==> src/rtl/jk_pkg.sv <==
// Shared JK excitation encodings and the modulo next-value helper.
// Latency: n/a (package); no backpressure.
package jk_pkg;

  localparam logic [1:0] JK_HOLD   = 2'b00;
  localparam logic [1:0] JK_RESET  = 2'b01;
  localparam logic [1:0] JK_SET    = 2'b10;
  localparam logic [1:0] JK_TOGGLE = 2'b11;

  // Out-of-range values recover to 0 counting up and to modulo-1 counting down.
  function automatic logic [31:0] mod_next(input logic [31:0] cur,
                                           input logic        up,
                                           input logic [31:0] modulo);
    logic [31:0] nxt;
    if (up) nxt = (cur >= modulo - 32'd1) ? 32'd0 : cur + 32'd1;
    else    nxt = (cur == 32'd0 || cur >= modulo) ? modulo - 32'd1 : cur - 32'd1;
    return nxt;
  endfunction

endpackage

==> src/rtl/jk_ff_ar.sv <==
// Single JK flip-flop with asynchronous active-low clear.
// Latency: 1 clk from j/k to q; no backpressure.
module jk_ff_ar
  import jk_pkg::*;
(
  input  logic clk,
  input  logic rst_n,
  input  logic j,
  input  logic k,
  output logic q,
  output logic qbar
);

  always_ff @(posedge clk or negedge rst_n) begin
    if (!rst_n) begin
      q <= 1'b0;
    end else begin
      case ({j, k})
        JK_SET:    q <= 1'b1;
        JK_RESET:  q <= 1'b0;
        JK_TOGGLE: q <= ~q;
        default:   q <= q;
      endcase
    end
  end

  assign qbar = ~q;

endmodule

==> src/rtl/jk_counter.sv <==
// Modulo up/down counter: J/K excitation feeding a bank of JK flip-flops.
// Latency: 1 clk for load/count, tc combinational; no backpressure (sampled every edge).
module jk_counter
  import jk_pkg::*;
#(
  parameter int unsigned WIDTH  = 4,
  parameter int unsigned MODULO = 10
) (
  input  logic             clk,
  input  logic             rst_n,
  input  logic             en,
  input  logic             up,
  input  logic             load,
  input  logic [WIDTH-1:0] din,
  output logic [WIDTH-1:0] q,
  output logic [WIDTH-1:0] qbar,
  output logic             tc
);

  logic [31:0]      q_ext;
  logic [31:0]      din_ext;
  logic [WIDTH-1:0] d;
  logic [WIDTH-1:0] n;
  logic [WIDTH-1:0] j;
  logic [WIDTH-1:0] k;

  assign q_ext   = {{(32-WIDTH){1'b0}}, q};
  assign din_ext = {{(32-WIDTH){1'b0}}, din};

  // Out-of-range load values are coerced to zero so the state stays legal.
  assign d = (din_ext < MODULO) ? din : '0;
  assign n = WIDTH'(mod_next(q_ext, up, MODULO));

  always_comb begin
    j = '0;
    k = '0;
    if (load) begin
      j = d;
      k = ~d;
    end else if (en) begin
      j = n & ~q;
      k = ~n & q;
    end
  end

  assign tc = en & ~load & ((up & (q_ext == MODULO - 1)) | (~up & (q_ext == 32'd0)));

  for (genvar i = 0; i < WIDTH; i++) begin : g_ff
    jk_ff_ar u_ff (
      .clk  (clk),
      .rst_n(rst_n),
      .j    (j[i]),
      .k    (k[i]),
      .q    (q[i]),
      .qbar (qbar[i])
    );
  end

endmodule
==> config.mk <==
export PLATFORM = sky130hd
export DESIGN_NAME = jk_counter
export DESIGN_NICKNAME = d
export VERILOG_FILES = /design/src/rtl/jk_pkg.sv /design/src/rtl/jk_ff_ar.sv /design/src/rtl/jk_counter.sv
export SDC_FILE = /design/constraint.sdc
export NUM_CORES = 1
export LEC_CHECK = 0
export CAP_MARGIN = 0
export CORE_MARGIN = 2
export CORE_UTILIZATION = 40
export CTS_BUF_LIST = sky130_fd_sc_hd__clkbuf_4 sky130_fd_sc_hd__clkbuf_8
export DETAILED_ROUTE_END_ITERATION = 7
export GPL_TIMING_DRIVEN = 0
export PLACE_DENSITY = 0.71
export SLEW_MARGIN = 15
export SYNTH_ARGS = -nofsm -noshare
export SYNTH_HDL_FRONTEND = slang
export SYNTH_SLANG_ARGS = --single-unit
==> constraint.sdc <==
create_clock -name clk -period 2.2 [get_ports clk]
set_clock_uncertainty 0.2 [all_clocks]
set_input_delay 0.22 -clock clk [delete_from_list [all_inputs] [get_ports clk]]
set_output_delay 0.22 -clock clk [all_outputs]
set_load 0.02 [all_outputs]
==> impl_metrics.csv, run 1 <==
group,metric,value,unit
outcome,outcome,"finished clean",
global_route,grt_overflow,0,
worst_setup_path,critPathTopFamily,"flip-flops",
global_route,grt_pass1_vias,423,
sta,finalSetupViolCount,0,
placement,dpl_cell_area,713,um^2
layout,fill_cells,123,
layout,largest_reg_flops,4,
synthesis,syn-cell-area,554,um^2
clocking,insertion_delay,0.23,ns
sta,grt_setup_unrepaired,"no",
placement,dp_hpwl,910,um
synthesis,synthFlopType,"dfrtp_1",
synthesis,synth_fp_nets,83,
clocking,numCtsBuffers,3,
floorplan,start_util,0.426,
sta,worst_pin_slew,0.318,ns
drt,first_pass_iters,4,
worst_setup_path,crit_slowest_cell,"dfrtp_2",
clocking,cts_buffer_depth,2,
worst_setup_path,r2r_end,"g_ff[0].u_ff.q",
synthesis,ys_ff_latch,4,
layout,reg.largest.list,"g_ff.u_ff.q: 4 flops",
drt,drtIter0Drc,14,
global_route,grt_pass1_wl,1810,um
clocking,clock-sinks,4,
floorplan,core,1300,um^2
floorplan,die_h,41.2,um
worst_setup_path,rr_startpoint,"g_ff[1].u_ff.q",
hold_path,hold_class,"input port to register",
hold_path,min_path_cells,2,
floorplan,fp-row-count,13,
placement,place.gp.congestion,0.845,
layout,syn_to_final_growth,34.1,%
floorplan,dieArea,1700,um^2
synthesis,synth.most_common_cell,"buf_4",
synthesis,synthCells,70,
worst_setup_path,r2r_cells,6,
sta,holdWs,0.0145,ns
sta,fmax,504,MHz
layout,drive_gt1_frac,0.261,
job,maxCapViolations,0,
synthesis,yosys-top-cells-count,"10 x buf_4, 7 x inv_1, 6 x a31oi_1, 5 x nor2_1, 5 x o21ai_0",
synthesis,yosysUniqueCellTypes,28,
clocking,cts.reportedPaths.clkPinSlew,0.03,ns
worst_setup_path,path_cells,"inv_2, ha_1, nand2b_1, nor2_1, a31oi_1, nor3_1, buf_2",
drt,wirelength,1140,um
worst_setup_path,worstSetupPathType,"register to primary output",
sta,fin_crit_sh,0.901,
synthesis,synth_area_leaders,"dfrtp_1 18%, buf_4 14%, ha_1 9.0%, a31oi_1 6.8%, inv_1 4.7%",
drt,drt_drc_violations_left,0,
hold_path,holdCritStartpoint,"load",
worst_setup_path,startpoint_type,"register",
pwr,ir_worst_vdd,0.000513,V
floorplan,die-width,41.2,um
synthesis,ys_warn_count,0,
hold_path,whs_endpoint,"g_ff[1].u_ff.q",
synthesis,ys_seq_area_frac,0.181,
clocking,h-tree-depth,1,
placement,portBuffers,14,
clocking,clockRootBuffer,"clkbuf_4",
synthesis,syn_avg_cell_area,7.92,um^2
layout,final_nets,103,
worst_setup_path,crit_required,1.78,ns
synthesis,yosysTopAreaCell,"dfrtp_1",
layout,final_cell_area,743,um^2
global_route,antenna_found_initial,0,
synthesis,async_flop_share,1.00,
worst_setup_path,crit_path_max_incr_delay,0.45,ns
layout,diodes,0,
sta,post-route-min-period,1.98,ns
sta,drv_slew,0,
floorplan,io_pins,18,
layout,regMostFlops,"g_ff.u_ff.q",
sta,hold_viol_final,0,
clocking,cts_tree,"yes",
synthesis,synth-edff-count,0,
synthesis,synth_top_cell_area_share,0.181,
drt,avgViaCountPerCell,5.30,
worst_setup_path,crit_fanout,8,
pwr,p_per_area,620,nW/um^2
drt,vias,546,
layout,fin_util,0.571,
drt,antenna_left,0,
global_route,grt_start_max_net_pins,11,
drt,wl_per_cell,11.0,um
global_route,track_usage,0.160,
pwr,p_leak,0.000329,uW
worst_setup_path,rrSetupSlack,0.28,ns
layout,ff_latch_area,103,um^2
sta,slew_headroom,0.785,
layout,multi_input_area,310,um^2
worst_setup_path,crit_arrival,1.56,ns
worst_setup_path,crit_buf_inv,2,
worst_setup_path,end_kind,"primary output",
## cells in the final DEF (no fill, tap or decap), drive strengths merged
| cell | instances |
|---|---|
| a311oi | 1 |
| ha | 4 |
| nor2 | 5 |
| o21ai | 5 |
| and3 | 1 |
| nand3 | 1 |
| nand2 | 3 |
| a31oi | 6 |
| dlygate4sd3 | 1 |
| xnor2 | 1 |
| a211oi | 1 |
| or4 | 1 |
| clkbuf | 3 |
| o21a | 2 |
| o31ai | 2 |
| nand3b | 1 |
| nand2b | 2 |
| inv | 7 |
| or3b | 1 |
| dfrtp | 4 |
| buf | 14 |
| nor3 | 2 |
| or3 | 1 |
| a211o | 1 |
| a21oi | 3 |
| o41ai | 1 |
| clkdlybuf4s50 | 13 |
| and4 | 1 |
## power by group
group	switching, uW	internal [uW]
registers	17.1	86.7
clock network	25.2	60.6
logic	130	141
total	173	289
## final cells by class
cell class	instances	area share
Buffer	13	0.158
Clock buffer	3	0.0303
Inverter	7	0.0354
Multi-Input combinational cell	46	0.418
Sequential cell	4	0.138
Tap cell	15	0.0253
Timing Repair Buffer	15	0.195
## worst max-delay path by stage
stage	startpoint	depth (start not counted)	slack (ns)	end
after floorplan	g_ff[1].u_ff.q	6	0.35	tc
after global placement	g_ff[1].u_ff.q	7	-0.07	tc
after detailed placement	g_ff[1].u_ff.q	7	-0.08	tc
after CTS	g_ff[1].u_ff.q	7	0.02	tc
after global routing	g_ff[1].u_ff.q	7	0.08	tc
final	g_ff[1].u_ff.q	7	0.22	tc
## metrics by stage
| stage | cells | total power [uW] | setup TNS [ns] | worst slack, ns |
|---|---|---|---|---|
| 2_1_floorplan | 70 | 287 | 0 | 0.351 |
| 3_3_place_gp | 99 | 370 | -0.0683 | -0.0683 |
| 3_5_place_dp | 99 | 372 | -0.0769 | -0.0769 |
| 4_1_cts | 103 | 463 | 0 | 0.0201 |
| 5_1_grt | 103 | 503 | 0 | 0.0841 |
| 6_report | 103 | 461 | 0 | 0.217 |
## worst register-to-register path, delay by kind of cell, from the launching register on
family                   cells  cell delay, ns
AND/OR/NAND/NOR              1            0.41
adder cells (fa/ha/maj)      1            0.19
AO/OA/AOI/OAI                3            0.44
buffers and inverters        1            0.12
flip-flops                   1            0.45
## per-layer routing
layer  vias up  wire length, um  global-route usage
li1        280                -                   -
met1       253              549               0.221
met2        13              550               0.258
met3         0               37              0.0489
met4         0                0                   0
met5         -                0                   0
## cell families after synthesis
family                     share of synthesized area
adders and majority gates                     0.0903
buffers and inverters                          0.260
AOI/OAI and AO/OA                              0.264
DFF                                            0.181
xor gates and xnor gates                      0.0158
and+or+nand+nor                                0.190
## what timing repair did
| action | 4_1_cts | 5_1_grt |
|---|---|---|
| gates resized for setup | 4 | 5 |
| hold buffers | 1 | 0 |
| setup endpoints to repair | 1 | 1 |
| buffers inserted | 0 | 0 |
| hold endpoints to repair | 4 | 0 |
No activity file was read; power rests on OpenSTA's default activity.
==> inputs of run 2 (changes only) <==
--- a/config.mk
+++ b/config.mk
@@ -11,7 +11,7 @@
 export CTS_BUF_LIST = sky130_fd_sc_hd__clkbuf_4 sky130_fd_sc_hd__clkbuf_8
 export DETAILED_ROUTE_END_ITERATION = 7
 export GPL_TIMING_DRIVEN = 0
-export PLACE_DENSITY = 0.71
+export PLACE_DENSITY = 0.83
 export SLEW_MARGIN = 15
 export SYNTH_ARGS = -nofsm -noshare
 export SYNTH_HDL_FRONTEND = slang
==> run 2 against run 1 <==
Effect of this change: global-route usage rose by 2.2 points; sequential share of layout area is 0.33 points lower; non-clock buffer count rose by 1; wire length up 13%; cell count increased by 0.97%; worst setup slack got worse by 0.038 ns; critical path depth unchanged; first-iteration DRC count shrank 29%; via count is 3.7% higher; clock power grew 10%; critical path type unchanged; largest power group unchanged.
==> impl_metrics.csv, run 2 (same netlist as run 1, synthesis figures left out) <==
group,metric,value,unit
clocking,h-tree-depth,1,
pwr,ir_worst_vdd,0.000343,V
global_route,grt-busiest-layer,"met2",
layout,fin_cells,104,
worst_setup_path,startpoint_type,"register",
clocking,clock-sinks,4,
pwr,p_leak,0.000334,uW
layout,largest_reg_flops,4,
worst_setup_path,crit_required,1.78,ns
placement,place.gp.congestion,0.863,
sta,post-route-min-period,2.02,ns
clocking,clockRootBuffer,"clkbuf_4",
floorplan,die-width,41.2,um
placement,portBuffers,14,
worst_setup_path,r2r_end,"g_ff[0].u_ff.q",
global_route,grt_util_met3,0.0978,
drt,wirelength,1280,um
sta,hold_viol_final,0,
clocking,cts_buffer_depth,2,
sta,slew_headroom,0.787,
global_route,track_usage,0.182,
pwr,clock_power_share,0.200,
worst_setup_path,rrSetupSlack,0.25,ns
job,maxCapViolations,0,
floorplan,dieArea,1700,um^2
layout,layout_common_cells,"13 x clkdlybuf4s50_1, 10 x buf_4, 6 x a31oi_1",
clocking,insertion_delay,0.25,ns
global_route,grtUsageMet2,0.281,
floorplan,die_h,41.2,um
pwr,comb_power_share,0.577,
pwr,p_sw_frac,0.389,
pwr,p_total,473,uW
worst_setup_path,worstSetupPathType,"register to primary output",
drt,avgViaCountPerCell,5.44,
clocking,numCtsBuffers,3,
layout,fin_util,0.578,
clocking,cts.reportedPaths.clkPinSlew,0.03,ns
sta,worst_pin_slew,0.315,ns
layout,diodes,0,
sta,holdWs,0.111,ns
global_route,grt_pass1_wl,1870,um
layout,regMostFlops,"g_ff.u_ff.q",
floorplan,core,1300,um^2
sta,grt_setup_unrepaired,"no",
worst_setup_path,crit_arrival,1.60,ns
placement,post-place-cells,99,
worst_setup_path,crit_fanout,8,
pwr,p_seq_frac,0.223,
layout,final_nets,104,
drt,vias,566,
worst_setup_path,rr_startpoint,"g_ff[1].u_ff.q",
pwr,p_per_area,629,nW/um^2
floorplan,start_util,0.426,
sta,tns,0,ns
placement,dp_hpwl,958,um
global_route,use_met1,0.195,
hold_path,hold_class,"input port to register",
global_route,antenna_found_initial,0,
outcome,outcome,"finished clean",
floorplan,fp-row-count,13,
pwr,switching_power,184,uW
global_route,grt_overflow,0,
drt,wl_per_cell,12.3,um
pwr,internal_power,289,uW
sta,drv_slew,0,
layout,reg.largest.list,"g_ff.u_ff.q: 4 flops",
clocking,cts_tree,"yes",
drt,antenna_left,0,
sta,fmax,495,MHz
drt,drtIter0Drc,10,
worst_setup_path,cp-endpoint,"tc",
floorplan,io_pins,18,
worst_setup_path,end_kind,"primary output",
layout,syn_to_final_growth,35.7,%
sta,fin_crit_sh,0.919,
drt,first_pass_iters,4,
worst_setup_path,critPathLaunch,"g_ff[1].u_ff.q",
drt,drt_drc_violations_left,0,
worst_setup_path,r2r_cells,6,
global_route,grt_start_max_net_pins,11,
global_route,grt_pass1_vias,462,
layout,drive_gt1_frac,0.247,
sta,finalSetupViolCount,0,
layout,mostFrequentLayoutCell,"clkdlybuf4s50_1",
run 2: cell types whose count changed in the layout (fill, tap and decap cells not counted), sizes merged:
cell / previous run / this run
dlygate4sd3: 1 / 2
run 2: through the flow:
stage	setup WS [ns]	instance area (um^2)
3_3_place_gp	-0.0803	713
2_1_floorplan	0.351	554
3_5_place_dp	-0.0942	713
4_1_cts	0.0255	747
6_report	0.179	752
5_1_grt	0.0798	752
run 2: cell type report:
class | instances | area [um^2]
inverters | 7 | 26.3
fillers | 124 | 549
flip-flops and latches | 4 | 101
well taps | 15 | 18.8
multi-input cells | 46 | 310
clock buffers | 3 | 22.5
repair buffers | 16 | 155
plain buffers | 13 | 118
run 2: power groups by stage:
stage / Sequential (uW) / Combinational [uW] / Clock (uW)
global placement: 103 / 267 / 0
global route: 107 / 299 / 108
finish: 105 / 273 / 94.7
CTS: 104 / 273 / 97.8
detailed placement: 104 / 270 / 0
floorplan: 98.1 / 189 / 0
run 2: metal layers:
| metal | vias to the layer above | wire length (um) | share of wire |
|---|---|---|---|
| li1 | 283 | - | - |
| met1 | 255 | 521 | 0.41 |
| met2 | 24 | 642 | 0.50 |
| met3 | 4 | 86 | 0.067 |
| met4 | 0 | 29 | 0.023 |
| met5 | - | 0 | 0 |
run 2: worst min path at each step:
stage               startpoint  cells past startpoint        endpoint
finish                      en                      3  g_ff[0].u_ff.q
global route                en                      3  g_ff[0].u_ff.q
CTS                       load                      2  g_ff[1].u_ff.q
detailed placement       rst_n                      1  g_ff[0].u_ff.q
global placement         rst_n                      1  g_ff[3].u_ff.q
floorplan                rst_n                      0  g_ff[0].u_ff.q
run 2: critical path, stage by stage (launching register included):
cell and delay [ns]:
dfrtp_2 0.46, inv_2 0.12, ha_1 0.19, nand2b_1 0.10, nor2_1 0.11, a31oi_1 0.05
nor3_1 0.15, buf_2 0.18
run 2: what timing repair did:
item | 4_1_cts | 5_1_grt
endpoints found under the hold margin | 4 | 1
setup buffers | 0 | 0
resized for setup | 5 | 3
gates cloned | 0 | 0
endpoints found under the setup margin | 1 | 1
hold buffers | 1 | 1
==> inputs of run 3 (changes only) <==
--- a/config.mk
+++ b/config.mk
@@ -16,3 +16,4 @@
 export SYNTH_ARGS = -nofsm -noshare
 export SYNTH_HDL_FRONTEND = slang
 export SYNTH_SLANG_ARGS = --single-unit
+export TNS_END_PERCENT = 10
==> results of run 3 <==
Final layout, timing and power as in run 2 (identical DEF).
